===== config.mk =====
export PLATFORM = sky130hd
export DESIGN_NAME = seq_detect_disp
export DESIGN_NICKNAME = d
export VERILOG_FILES = /design/src/rtl/seq_detect_pkg.sv /design/src/rtl/seq_detect_disp_seg7.sv /design/src/rtl/seq_detect_disp.sv
export SDC_FILE = /design/constraint.sdc
export NUM_CORES = 1
export LEC_CHECK = 0
export ABC_AREA = 1
export CORE_MARGIN = 10
export CORE_UTILIZATION = 35
export CTS_CLUSTER_SIZE = 14
export DETAILED_ROUTE_END_ITERATION = 12
export PLACE_DENSITY_LB_ADDON = 0.12
export SYNTH_ARGS = -nofsm -noshare
export SYNTH_HDL_FRONTEND = slang
export SYNTH_SLANG_ARGS = --single-unit

===== constraint.sdc =====
create_clock -name clk -period 2.36 [get_ports clk]
set_input_delay 0.354 -clock clk [delete_from_list [all_inputs] [get_ports clk]]
set_output_delay 0.354 -clock clk [all_outputs]
set_load 0.01 [all_outputs]

===== src/rtl/seq_detect_pkg.sv =====
// Shared constants and elaboration-time helpers for the serial sequence detector.
// The next-state table is built here once per pattern; no pattern storage exists at runtime.
`timescale 1ns/1ps
package seq_detect_pkg;

    localparam int unsigned STATE_W = 4;
    localparam int unsigned PAT_W   = 9;

    localparam logic [6:0] SEG_0     = 7'b0000001;
    localparam logic [6:0] SEG_1     = 7'b1001111;
    localparam logic [6:0] SEG_2     = 7'b0010010;
    localparam logic [6:0] SEG_3     = 7'b0000110;
    localparam logic [6:0] SEG_4     = 7'b1001100;
    localparam logic [6:0] SEG_5     = 7'b0100100;
    localparam logic [6:0] SEG_6     = 7'b0100000;
    localparam logic [6:0] SEG_7     = 7'b0001111;
    localparam logic [6:0] SEG_8     = 7'b0000000;
    localparam logic [6:0] SEG_BLANK = 7'b1111111;

    // Indexed [state][input bit]; entries beyond PATTERN_LEN-1 stay zero.
    typedef logic [15:0][1:0][STATE_W-1:0] next_tbl_t;

    function automatic logic pat_bit(input logic [PAT_W-1:0] pattern, input int idx);
        logic [PAT_W-1:0] sh;
        sh = pattern >> idx;
        return sh[0];
    endfunction

    // Prefix bit i (received order) is pattern[len-1-i]. The string examined is the
    // s-bit matched prefix followed by b; the result is the longest pattern prefix
    // that ends it, capped below len so a full match is never held.
    function automatic logic [STATE_W-1:0] kmp_next(input logic [PAT_W-1:0] pattern,
                                                    input int len, input int s,
                                                    input logic b, input logic overlap);
        logic [STATE_W-1:0] nxt;
        logic               found;
        logic               ok;
        logic               exp_b;
        logic               t_b;
        int                 i;
        nxt   = '0;
        found = 1'b0;
        exp_b = pat_bit(pattern, len - 1 - s);
        if (b == exp_b && s + 1 < len) begin
            nxt   = STATE_W'(s + 1);
            found = 1'b1;
        end else if (b == exp_b && !overlap) begin
            found = 1'b1;
        end
        for (int k = s; k > 0; k--) begin
            if (!found) begin
                ok = 1'b1;
                for (int j = 0; j < k; j++) begin
                    i   = s + 1 - k + j;
                    t_b = (i < s) ? pat_bit(pattern, len - 1 - i) : b;
                    if (t_b != pat_bit(pattern, len - 1 - j)) ok = 1'b0;
                end
                if (ok) begin
                    nxt   = STATE_W'(k);
                    found = 1'b1;
                end
            end
        end
        return nxt;
    endfunction

    function automatic next_tbl_t kmp_table(input logic [PAT_W-1:0] pattern, input int len,
                                            input logic overlap);
        next_tbl_t tbl;
        tbl = '0;
        for (int s = 0; s < len; s++) begin
            tbl[4'(s)][0] = kmp_next(pattern, len, s, 1'b0, overlap);
            tbl[4'(s)][1] = kmp_next(pattern, len, s, 1'b1, overlap);
        end
        return tbl;
    endfunction

endpackage


===== src/rtl/seq_detect_disp_seg7.sv =====
// Combinational 4-bit value to active-low {a,b,c,d,e,f,g} segment pattern.
// Only digits 0..8 have glyphs; every other code blanks the display.
`timescale 1ns/1ps
module seg7_decode
    import seq_detect_pkg::*;
(
    input  logic [STATE_W-1:0] digit_i,
    output logic [6:0]         seg_o
);

    always_comb begin
        seg_o = SEG_BLANK;
        case (digit_i)
            4'd0:    seg_o = SEG_0;
            4'd1:    seg_o = SEG_1;
            4'd2:    seg_o = SEG_2;
            4'd3:    seg_o = SEG_3;
            4'd4:    seg_o = SEG_4;
            4'd5:    seg_o = SEG_5;
            4'd6:    seg_o = SEG_6;
            4'd7:    seg_o = SEG_7;
            4'd8:    seg_o = SEG_8;
            default: seg_o = SEG_BLANK;
        endcase
    end

endmodule


===== src/rtl/seq_detect_disp.sv =====
// Serial pattern detector advanced by a clock prescaler, with detect flag, decimal hit
// counter, step LED and registered 7-segment views of the match state and hit count.
`timescale 1ns/1ps
module seq_detect_disp
    import seq_detect_pkg::*;
#(
    parameter int unsigned      PATTERN_LEN = 4,
    parameter logic [PAT_W-1:0] PATTERN     = 9'b0_0000_1011,
    parameter bit               OVERLAP     = 1'b1,
    parameter int unsigned      DIV         = 40000000
) (
    input  logic               clk,
    input  logic               rst,
    input  logic               x,
    output logic               y,
    output logic               step_led,
    output logic [STATE_W-1:0] state,
    output logic [3:0]         hit_cnt,
    output logic [6:0]         seg,
    output logic [6:0]         hit_seg
);

    if (PATTERN_LEN < 2 || PATTERN_LEN > 9) begin : g_len_check
        $error("seq_detect_disp: PATTERN_LEN must be in 2..9");
    end
    if (DIV < 1) begin : g_div_check
        $error("seq_detect_disp: DIV must be at least 1");
    end

    localparam int unsigned        CNT_W    = (DIV > 1) ? $clog2(DIV) : 1;
    localparam logic [CNT_W-1:0]   DIV_LAST = CNT_W'(DIV - 1);
    localparam logic [STATE_W-1:0] LAST_S   = STATE_W'(PATTERN_LEN - 1);
    localparam next_tbl_t          NEXT_TBL = kmp_table(PATTERN, int'(PATTERN_LEN), OVERLAP);

    logic [CNT_W-1:0]   div_cnt_q, div_cnt_d;
    logic [STATE_W-1:0] state_q, state_d;
    logic [3:0]         hit_q, hit_d;
    logic               y_q, y_d;
    logic               led_q, led_d;
    logic [6:0]         seg_q, seg_d;
    logic [6:0]         hit_seg_q, hit_seg_d;
    logic               step;
    logic               match;

    assign step  = (div_cnt_q == DIV_LAST);
    assign match = step && (state_q == LAST_S) && (x == PATTERN[0]);

    always_comb begin
        div_cnt_d = step ? '0 : div_cnt_q + 1'b1;
        state_d   = state_q;
        hit_d     = hit_q;
        y_d       = y_q;
        led_d     = led_q;
        if (step) begin
            state_d = NEXT_TBL[state_q][x];
            y_d     = match;
            led_d   = ~led_q;
            if (match) begin
                hit_d = (hit_q == 4'd9) ? 4'd0 : hit_q + 4'd1;
            end
        end
    end

    // Decode from next-state so the registered glyphs never lag the values they show.
    seg7_decode u_state_seg (
        .digit_i (state_d),
        .seg_o   (seg_d)
    );

    seg7_decode u_hit_seg (
        .digit_i (hit_d),
        .seg_o   (hit_seg_d)
    );

    always_ff @(posedge clk) begin
        if (rst) begin
            div_cnt_q <= '0;
            state_q   <= '0;
            hit_q     <= '0;
            y_q       <= 1'b0;
            led_q     <= 1'b0;
            seg_q     <= SEG_0;
            hit_seg_q <= SEG_0;
        end else begin
            div_cnt_q <= div_cnt_d;
            state_q   <= state_d;
            hit_q     <= hit_d;
            y_q       <= y_d;
            led_q     <= led_d;
            seg_q     <= seg_d;
            hit_seg_q <= hit_seg_d;
        end
    end

    assign y        = y_q;
    assign step_led = led_q;
    assign state    = state_q;
    assign hit_cnt  = hit_q;
    assign seg      = seg_q;
    assign hit_seg  = hit_seg_q;

endmodule


Word-level counts from Yosys, hierarchy flattened
Memory sizes are Yosys's and may differ from the RTL's. A register that Yosys moved wholly into a read port is not among the register bits.
Cells that the tools add are included.
W data, S select, Z words.
{"block": "word_totals", "elab_cells": 27, "memories": 3, "output_inout_bits": 24, "romBits": 352, "in_bits": 3, "register_bits": 36}
{"memory": "(name not given)", "words": 16, "word_bits": 8, "read_ports": 1, "rd_clocked_by_memory_dff": 1, "wr": 0, "line": "seq_detect_disp.sv:55", "source": "state_d = NEXT_TBL[state_q][x];"}
{"memory": "(name not given)", "words": 16, "word_bits": 7, "read_ports": 1, "rd_clocked_by_memory_dff": 1, "wr": 0, "line": "seq_detect_disp_seg7.sv:13", "source": "case (digit_i)"}
{"memory": "(name not given)", "words": 16, "word_bits": 7, "read_ports": 1, "rd_clocked_by_memory_dff": 1, "wr": 0, "line": "seq_detect_disp_seg7.sv:13"}
{"block": "classes", "eq_ne": 3, "mux": 8, "reduce_logical": 3, "addsub": 2, "n_bitwise": 1, "n_lt_le_gt_ge": 2}
{"operator": "$mux W4", "n": 7}
{"operator": "$add A26 B1 Y26 const B", "n": 1}
{"operator": "$eq A26 B26 Y1 const B", "n": 1}
{"operator": "$mux W8", "n": 1}
{"operator": "$lt A4 B5 Y1 const B", "n": 1}
{"operator": "$add A4 B1 Y4 const B", "n": 1}
{"operator": "$eq A4 B2 Y1 const B", "n": 1}
{"operator": "$eq A4 B4 Y1 const B", "n": 1}
{"operator": "$logic_and A1 B1 Y1", "n": 2}
{"operator": "$lt A1 B2 Y1 const B", "n": 1}
{"operator": "$reduce_or A2 Y1", "n": 1}
{"operator": "$not A1 Y1", "n": 1}

Logic depth before layout (Yosys ltp)
Gate-level depths: netlist of the first run.
{"block": "logic_depth", "depth_word": 6, "ltp_mapped": 16, "ltp_nobuf": 16}

Modules after synthesis
A second synthesis of the first run with hierarchy kept.
{"block": "unflattened", "hier_cells": 395, "hier_area_um2": 2821.5}
{"module": "seq_detect_disp", "area_per_inst_um2": 2456.1, "seq_area_each_um2": 1061.0, "cells_each": 327, "instances": 1}
{"module": "seg7_decode", "area_per_inst_um2": 182.7, "seq_area_each_um2": 0.0, "cells_each": 34, "instances": 2}

Worst setup path before layout of the first run
Ideal clock, no wire load.
{"block": "synth_timing", "path_type": "reg2reg", "startpoint": "reg div_cnt_q[0]", "endpoint": "reg seg_q[1] (netlist: seg[1])", "t_required_ns": 2.299, "setup_ns": 0.061, "slack_ns": 0.345, "path_buffers": 0, "stages_incl_launch_ff": 13, "synth_period_minus_slack_ns": 2.015, "t_arrival_ns": 1.954, "cell_sequence": "dfxtp_1 > ha_1 > nand2_1 > nor2_4 > nand2_4 > nor2_4 > nand2_4 > o21ai_2 > inv_2 > ha_1 > a21oi_1 > nand2_1 > nand2_1"}
{"block": "synth_between", "elab_chain_len": 2}
{"item": "start, declared", "line": "seq_detect_disp.sv:35", "source": "logic [CNT_W-1:0] div_cnt_q, div_cnt_d;"}
{"item": "start signal, assigned", "line": "seq_detect_disp.sv:85", "source": "div_cnt_q <= div_cnt_d;"}
{"item": "$eq A26 B26 Y1", "line": "seq_detect_disp.sv:45", "source": "assign step = (div_cnt_q == DIV_LAST);"}
{"item": "$mux W4", "line": "seq_detect_disp.sv:54", "source": "if (step) begin"}
{"item": "named net state_d[0]", "line": "seq_detect_disp.sv:36", "source": "logic [STATE_W-1:0] state_q, state_d;"}
{"item": "end, declared", "line": "seq_detect_disp.sv:40", "source": "logic [6:0] seg_q, seg_d;"}
The timed path passes the listed nets, and every way through them passes these cells.
A chain may end at the register's enable or synchronous reset.

Worst setup path in the final report of the first run
{"block": "layout_timing", "startpoint": "reg div_cnt_q[0]", "endpoint": "reg seg_q[3] (netlist: seg[3])"}
Same word-level chain as after synthesis.

==> results of run 1 <==
-- registers in the layout, indices dropped and copies added (netlist names), named ones only --
| name | flops |
|---|---|
| div_cnt_q | 26 |
| hit_seg | 7 |
| seg | 7 |
| hit_cnt | 4 |
| state | 4 |
| step_led | 1 |
| y | 1 |
-- worst paths after layout --
path | from | to | depth (start not counted)
max | div_cnt_q[0]$_SDFF_PP0_ | seg[3]$_SDFF_PP0_ | 13
max reg2reg | div_cnt_q[0]$_SDFF_PP0_ | seg[3]$_SDFF_PP0_ | 13
min | div_cnt_q[0]$_SDFF_PP0_ | div_cnt_q[0]$_SDFF_PP0_ | 1
min reg2reg | div_cnt_q[0]$_SDFF_PP0_ | div_cnt_q[0]$_SDFF_PP0_ | 1
-- Yosys cell counts (all sizes together), types with 3 or more instances --
cell	count
nor3	10
nor2	54
dfxtp	53
or2	3
nand4	12
inv	52
ha	12
a21oi	19
xnor2	3
nand2	97
nand3	22
nor4	3
o21ai	14
xor2	3
-- where the power goes --
group | total [uW] | internal (uW) | switching [uW] | leakage (uW)
Clock | 526 | 233 | 293 | 0.0000433
Combinational | 37.3 | 13.4 | 23.8 | 0.000873
Sequential | 900 | 898 | 2.60 | 0.000427
-- cell families (layout without fill, tap and decap cells) --
logic type               count (synthesis)  after routing  share of synthesized area
AO/OA/AOI/OAI                           38             38                    0.08008
AND/OR/NAND/NOR                        203            203                     0.3741
buffers and inverters                   55             95                    0.07685
adder cells (fa/ha/maj)                 12             12                    0.05522
multiplexers                             1              1                   0.004141
flip-flops                              53             53                     0.3902
XOR/XNOR                                 6              6                    0.01933
-- per-layer routing --
metal | vias up | share of wire
met3 | 4 | 0.051
met1 | 1048 | 0.48
li1 | 1251 | -
met5 | - | 0
met4 | 0 | 0.0079
met2 | 44 | 0.47
-- per-stage QoR --
stage / setup WS [ns] / area, sq um / power (uW) / std cells / TNS (ns)
floorplan: 0.3453 / 2719 / 944.6 / 368 / 0
global placement: 0.06035 / 3161 / 958.9 / 502 / 0
detailed placement: 0.06299 / 3161 / 959.3 / 502 / 0
CTS: 0.1895 / 3251 / 1500 / 509 / 0
global route: -0.007509 / 3261 / 1539 / 510 / -0.009328
finish: 0.2251 / 3261 / 1463 / 510 / 0
-- what timing repair did --
action,4_1_cts,5_1_grt
endpoints found under the setup margin,0,8
setup buffers,0,1
resized for setup,0,1
-- final cells by class --
class	instances	area share
Clock buffer	6	0.02533
Clock inverter	1	0.002302
Inverter	52	0.05986
Timing Repair Buffer	36	0.1028
Tap cell	102	0.03914
Sequential cell	53	0.3254
Multi-Input combinational cell	260	0.4451
==> impl_metrics.tcl, run 1 <==
set metrics [dict create \
    slowest_delay_ns 0.36 \
    diodes 0 \
    multi_input_area_sq_um 1451 \
    arrival_ns 2.38 \
    critical_path_required_ns 2.61 \
    fmaxAchievable_ghz 0.4684 \
    mappedNetlistArea_sq_um 2719 \
    mostFrequentLayoutCell "nand2_1" \
    synth_nets 383 \
    worstPathMaxFanout 7 \
    syn_inst 368 \
    numCtsBuffers 5 \
    die_w_microns 108.1 \
    final_cell_mix "86 x nand2_1, 53 x dfxtp_1, 44 x inv_1" \
    h-tree-depth 2 \
    drtAntennaViolNets 0 \
    fin_skew_ns 0.005347 \
    finalCritPeriodShare 0.9046 \
    seq_area_frac_synth 0.3902 \
    synth_area_leaders "dfxtp_1 39%, nand2_1 12%, inv_1 6.1%, nor2_1 5.7%, ha_1 5.5%" \
    grt_max_degree 16 \
    routedWlPerCell_microns 11.88 \
    drive_gt1_frac 0.1569 \
    std_cell_rows 32 \
    status "finished, final reports clean" \
    fin_crit_ns 2.135 \
    die-height_microns 108.1 \
    critPathLaunchType "flop" \
    synth_edf_count 0 \
    wirelength_microns 6059 \
    max-cap-violations 0 \
    synth_cell_types 36 \
    cts_root_buffer "clkbuf_8" \
    gp_congestion 0.8290 \
    antenna_found_initial 0 \
    yosys_register_bits 53 \
    core_area_sq_um 7647 \
    grtUsageMet2 0.1720 \
    grt_pass1_vias 2219 \
    setup_viol 0 \
    clk_pin_slew_ns 0.09 \
    dieArea_sq_um 11690 \
    grt.busiest_layer "met2" \
    met1_usage 0.1335 \
    slew_headroom 0.7424 \
    vdd_drop_max_mv 0.2051 \
    crit_chain "ha_1 > nand2_1 > nor2_4 > nand2_4 > nor2_4 > nand2_4 > o21ai_4 > inv_1 > ha_1 > inv_1 > o21ai_0 > nand2_1 > nand2_1" \
    worstHoldPathType "flop to flop" \
    crit_family "simple AND/OR/NAND/NOR gates" \
    layout.nets 423 \
    synth_top_area_frac 0.3902 \
    cts_buffer_depth 2 \
    first_pass_iters 4 \
    io_pins 27 \
    grt_usage 0.1063 \
    io_buffer_count 26 \
    register_area_sq_um 1061 \
    power_density_nw_per_um2 448.8 \
    final_util 0.4264 \
    synth-main-ff-cell "dfxtp_1" \
    dr.first_iter.drc_count 71 \
    cp_num_buf_inv 2 \
    yosys.area.top_type "dfxtp_1" \
    grt_first_pass_wirelength_microns 10230 \
    p_leak_uw 0.001343 \
    n_fill_cell 783 \
    worstMarginPinSlew_ns 0.3835 \
    avgSynthCellArea_sq_um 7.388 \
    use_met3 0.03272 \
    hold_viol_final 0 \
    ys_async_sr_fraction 0 \
    clk_latency_ns 0.30 \
    drv_slew 0 \
    rsz0062_at_grt "yes" \
    yosysWarningCount 0 \
    hpwl_microns 4766 \
    grt_overflow 0 \
    vias 2347 \
    cts_tree "yes" \
    drc 0 \
    cpMostUsedCell "nand2_1" \
    rrSetupSlack_ns 0.23 \
    crit_slowest_cell "dfxtp_1" \
    syn_to_final_growth_pct 19.93 \
    crit_path_end_kind "flop" \
    vias_per_cell 4.602 \
    worst_hold_slack_ns 0.4549 \
    holdBufCountCts 0 \
    cts_sinks 53 \
    start_util 0.3555 \
    worstSetupPathType "flop to flop" \
]
Power figures use the tool's default switching activity.
==> inputs of run 2 (changes only) <==
==> constraint.sdc (replaced) <==
create_clock -name clk -period 2.36 [get_ports clk]
set_input_delay 0.354 -clock clk [delete_from_list [all_inputs] [get_ports clk]]
set_output_delay 0.354 -clock clk [all_outputs]
set_load 0.02 [all_outputs]
==> results of run 2 <==
Same layout as run 1: the final DEF is identical, and so are final timing and power.
==> inputs of run 3 (changes only) <==
--- a/config.mk
+++ b/config.mk
@@ -9,4 +9,5 @@
 export CORE_MARGIN = 10
 export CORE_UTILIZATION = 35
+export CTS_CLUSTER_DIAMETER = 40
 export CTS_CLUSTER_SIZE = 14
 export DETAILED_ROUTE_END_ITERATION = 12
==> constraint.sdc (replaced) <==
create_clock -name clk -period 2.36 [get_ports clk]
set_input_delay 0.708 -clock clk [delete_from_list [all_inputs] [get_ports clk]]
set_output_delay 0.708 -clock clk [all_outputs]
set_load 0.02 [all_outputs]
==> run 3 against run 2 <==
Effect of this change:
- first-iteration DRC count rose by 8.5%
- die area is the same
- clock power is 2% lower
- power shrank 0.53%
- critical path depth down 4
- global-route usage grew 0.42 points
- critical endpoint unchanged
- largest cell class unchanged
==> impl_metrics.tcl, run 3 (synthesis results as in run 1) <==
set metrics [dict create \
    grt_overflow 0 \
    worstPathMaxFanout 4 \
    p_comb_frac 0.027 \
    mostFrequentLayoutCell "nand2_1" \
    vias_per_cell 4.555 \
    grt_max_degree 15 \
    start_util 0.3555 \
    io_buffer_count 26 \
    crit_path_end_kind "flop" \
    cts_sinks 53 \
    die-height_microns 108.1 \
    power.internal_uw 1146 \
    stdcell_count 517 \
    worstSetupPathType "input pin to flop" \
    slew_headroom 0.7246 \
    core_area_sq_um 7647 \
    holdBufCountCts 0 \
    die_w_microns 108.1 \
    arrival_ns 2.45 \
    status "finished, final reports clean" \
    critical_path_required_ns 2.61 \
    numCtsBuffers 5 \
    fmaxAchievable_ghz 0.4547 \
    grt_first_pass_wirelength_microns 10620 \
    fin_skew_ns 0.008635 \
    syn_to_final_growth_pct 22.23 \
    regMostFlops "div_cnt_q" \
    cts_buffer_depth 2 \
    grt_usage 0.1105 \
    seqPwrFrac 0.618 \
    rrSetupSlack_ns 0.27 \
    power_density_nw_per_um2 438.0 \
    gp_congestion 0.8542 \
    pwr-share-clk 0.355 \
    hold_viol_final 0 \
    drtAntennaViolNets 0 \
    switchingPower_uw 310.0 \
    diodes 0 \
    vias 2355 \
    setup_viol 0 \
    cts_root_buffer "clkbuf_8" \
    grt_pass1_vias 2362 \
    dr.first_iter.drc_count 77 \
    layout.nets 430 \
    hpwl_microns 4868 \
    antenna_found_initial 0 \
    crit_slowest_cell "clkdlybuf4s50_1" \
    drive_gt1_frac 0.1783 \
    switching_share 0.2129 \
    final_cell_mix "84 x nand2_1, 53 x dfxtp_1, 43 x inv_1" \
    slowest_delay_ns 0.50 \
    std_cell_rows 32 \
    clk_pin_slew_ns 0.08 \
    worstMarginPinSlew_ns 0.4100 \
    critPathLaunchType "input pin" \
    cts_tree "yes" \
    dieArea_sq_um 11690 \
    dp_cells 508 \
    vdd_drop_max_mv 0.1927 \
    wirelength_microns 6171 \
    worstHoldPathType "flop to flop" \
    p_leak_uw 0.001379 \
    drc 0 \
    crit_chain "clkdlybuf4s50_1 > mux2_2 > o21ai_4 > inv_1 > ha_1 > inv_1 > o21ai_0 > nand2_1 > nand2_1" \
    drv_slew 0 \
    fin_crit_ns 2.199 \
    io_pins 27 \
    rsz0062_at_grt "no" \
    first_pass_iters 4 \
    largest_reg_flops 26 \
    final_util 0.4346 \
    h-tree-depth 2 \
    finalCritPeriodShare 0.9319 \
    clk_latency_ns 0.31 \
    max-cap-violations 0 \
    routedWlPerCell_microns 11.94 \
]
## run 3: critical path, delay by kind of cell
family / cells / cell delay (ns)
adder cells (fa/ha/maj): 1 / 0.27
buffers and inverters: 3 / 0.63
multiplexers: 1 / 0.37
AND/OR/NAND/NOR: 2 / 0.12
AO/OA/AOI/OAI: 2 / 0.34
## run 3: through the flow
step	total power (uW)	hold WS, ns	setup WS (ns)	TNS, ns	area (sq um)
2_1_floorplan	944.6	0.4175	0.3330	0	2719
3_3_place_gp	960.6	0.4310	-0.2294	-2.249	3206
3_5_place_dp	961.5	0.4439	-0.2580	-2.506	3206
4_1_cts	1485	0.4645	0.06293	0	3292
5_1_grt	1521	0.5077	0.003904	0	3323
6_report	1456	0.4562	0.1607	0	3323
## run 3: path summary, 6_finish.rpt
check | from | end | depth (start not counted)
min | div_cnt_q[0]$_SDFF_PP0_ | div_cnt_q[0]$_SDFF_PP0_ | 1
max reg2reg | div_cnt_q[0]$_SDFF_PP0_ | seg[0]$_SDFF_PP1_ | 14
max | x | seg[3]$_SDFF_PP0_ | 9
min reg2reg | div_cnt_q[0]$_SDFF_PP0_ | div_cnt_q[0]$_SDFF_PP0_ | 1
## run 3: timing repair
item                       4_1_cts  5_1_grt
setup endpoints to repair        0       13
resized for setup                0        6
hold endpoints to repair         0        0
buffers inserted                 0        2
## run 3: power groups by stage
stage	Sequential (uW)	Clock, uW	Combinational [uW]
2_1_floorplan	921	0	23.8
5_1_grt	902	575	44.1
3_3_place_gp	921	0	39.3
6_report	900	516	39.1
3_5_place_dp	921	0	40.0
4_1_cts	901	545	40.0
## run 3: area by class of cell
cell class | count | area (sq um)
clock buffer | 7 | 86.33
fill | 796 | 4324
inverter | 52 | 195.2
multi-input combinational | 260 | 1465
sequential | 53 | 1061
tap | 102 | 127.6
timing repair buffer | 43 | 387.9
## run 3: routing by layer
| metal | vias to the layer above | global-route usage | routed length, microns |
|---|---|---|---|
| met5 | - | 0 | 0 |
| met3 | 8 | 0.03034 | 234 |
| li1 | 1257 | - | - |
| met4 | 0 | 0.03531 | 76 |
| met1 | 1066 | 0.1297 | 2923 |
| met2 | 24 | 0.1901 | 2938 |
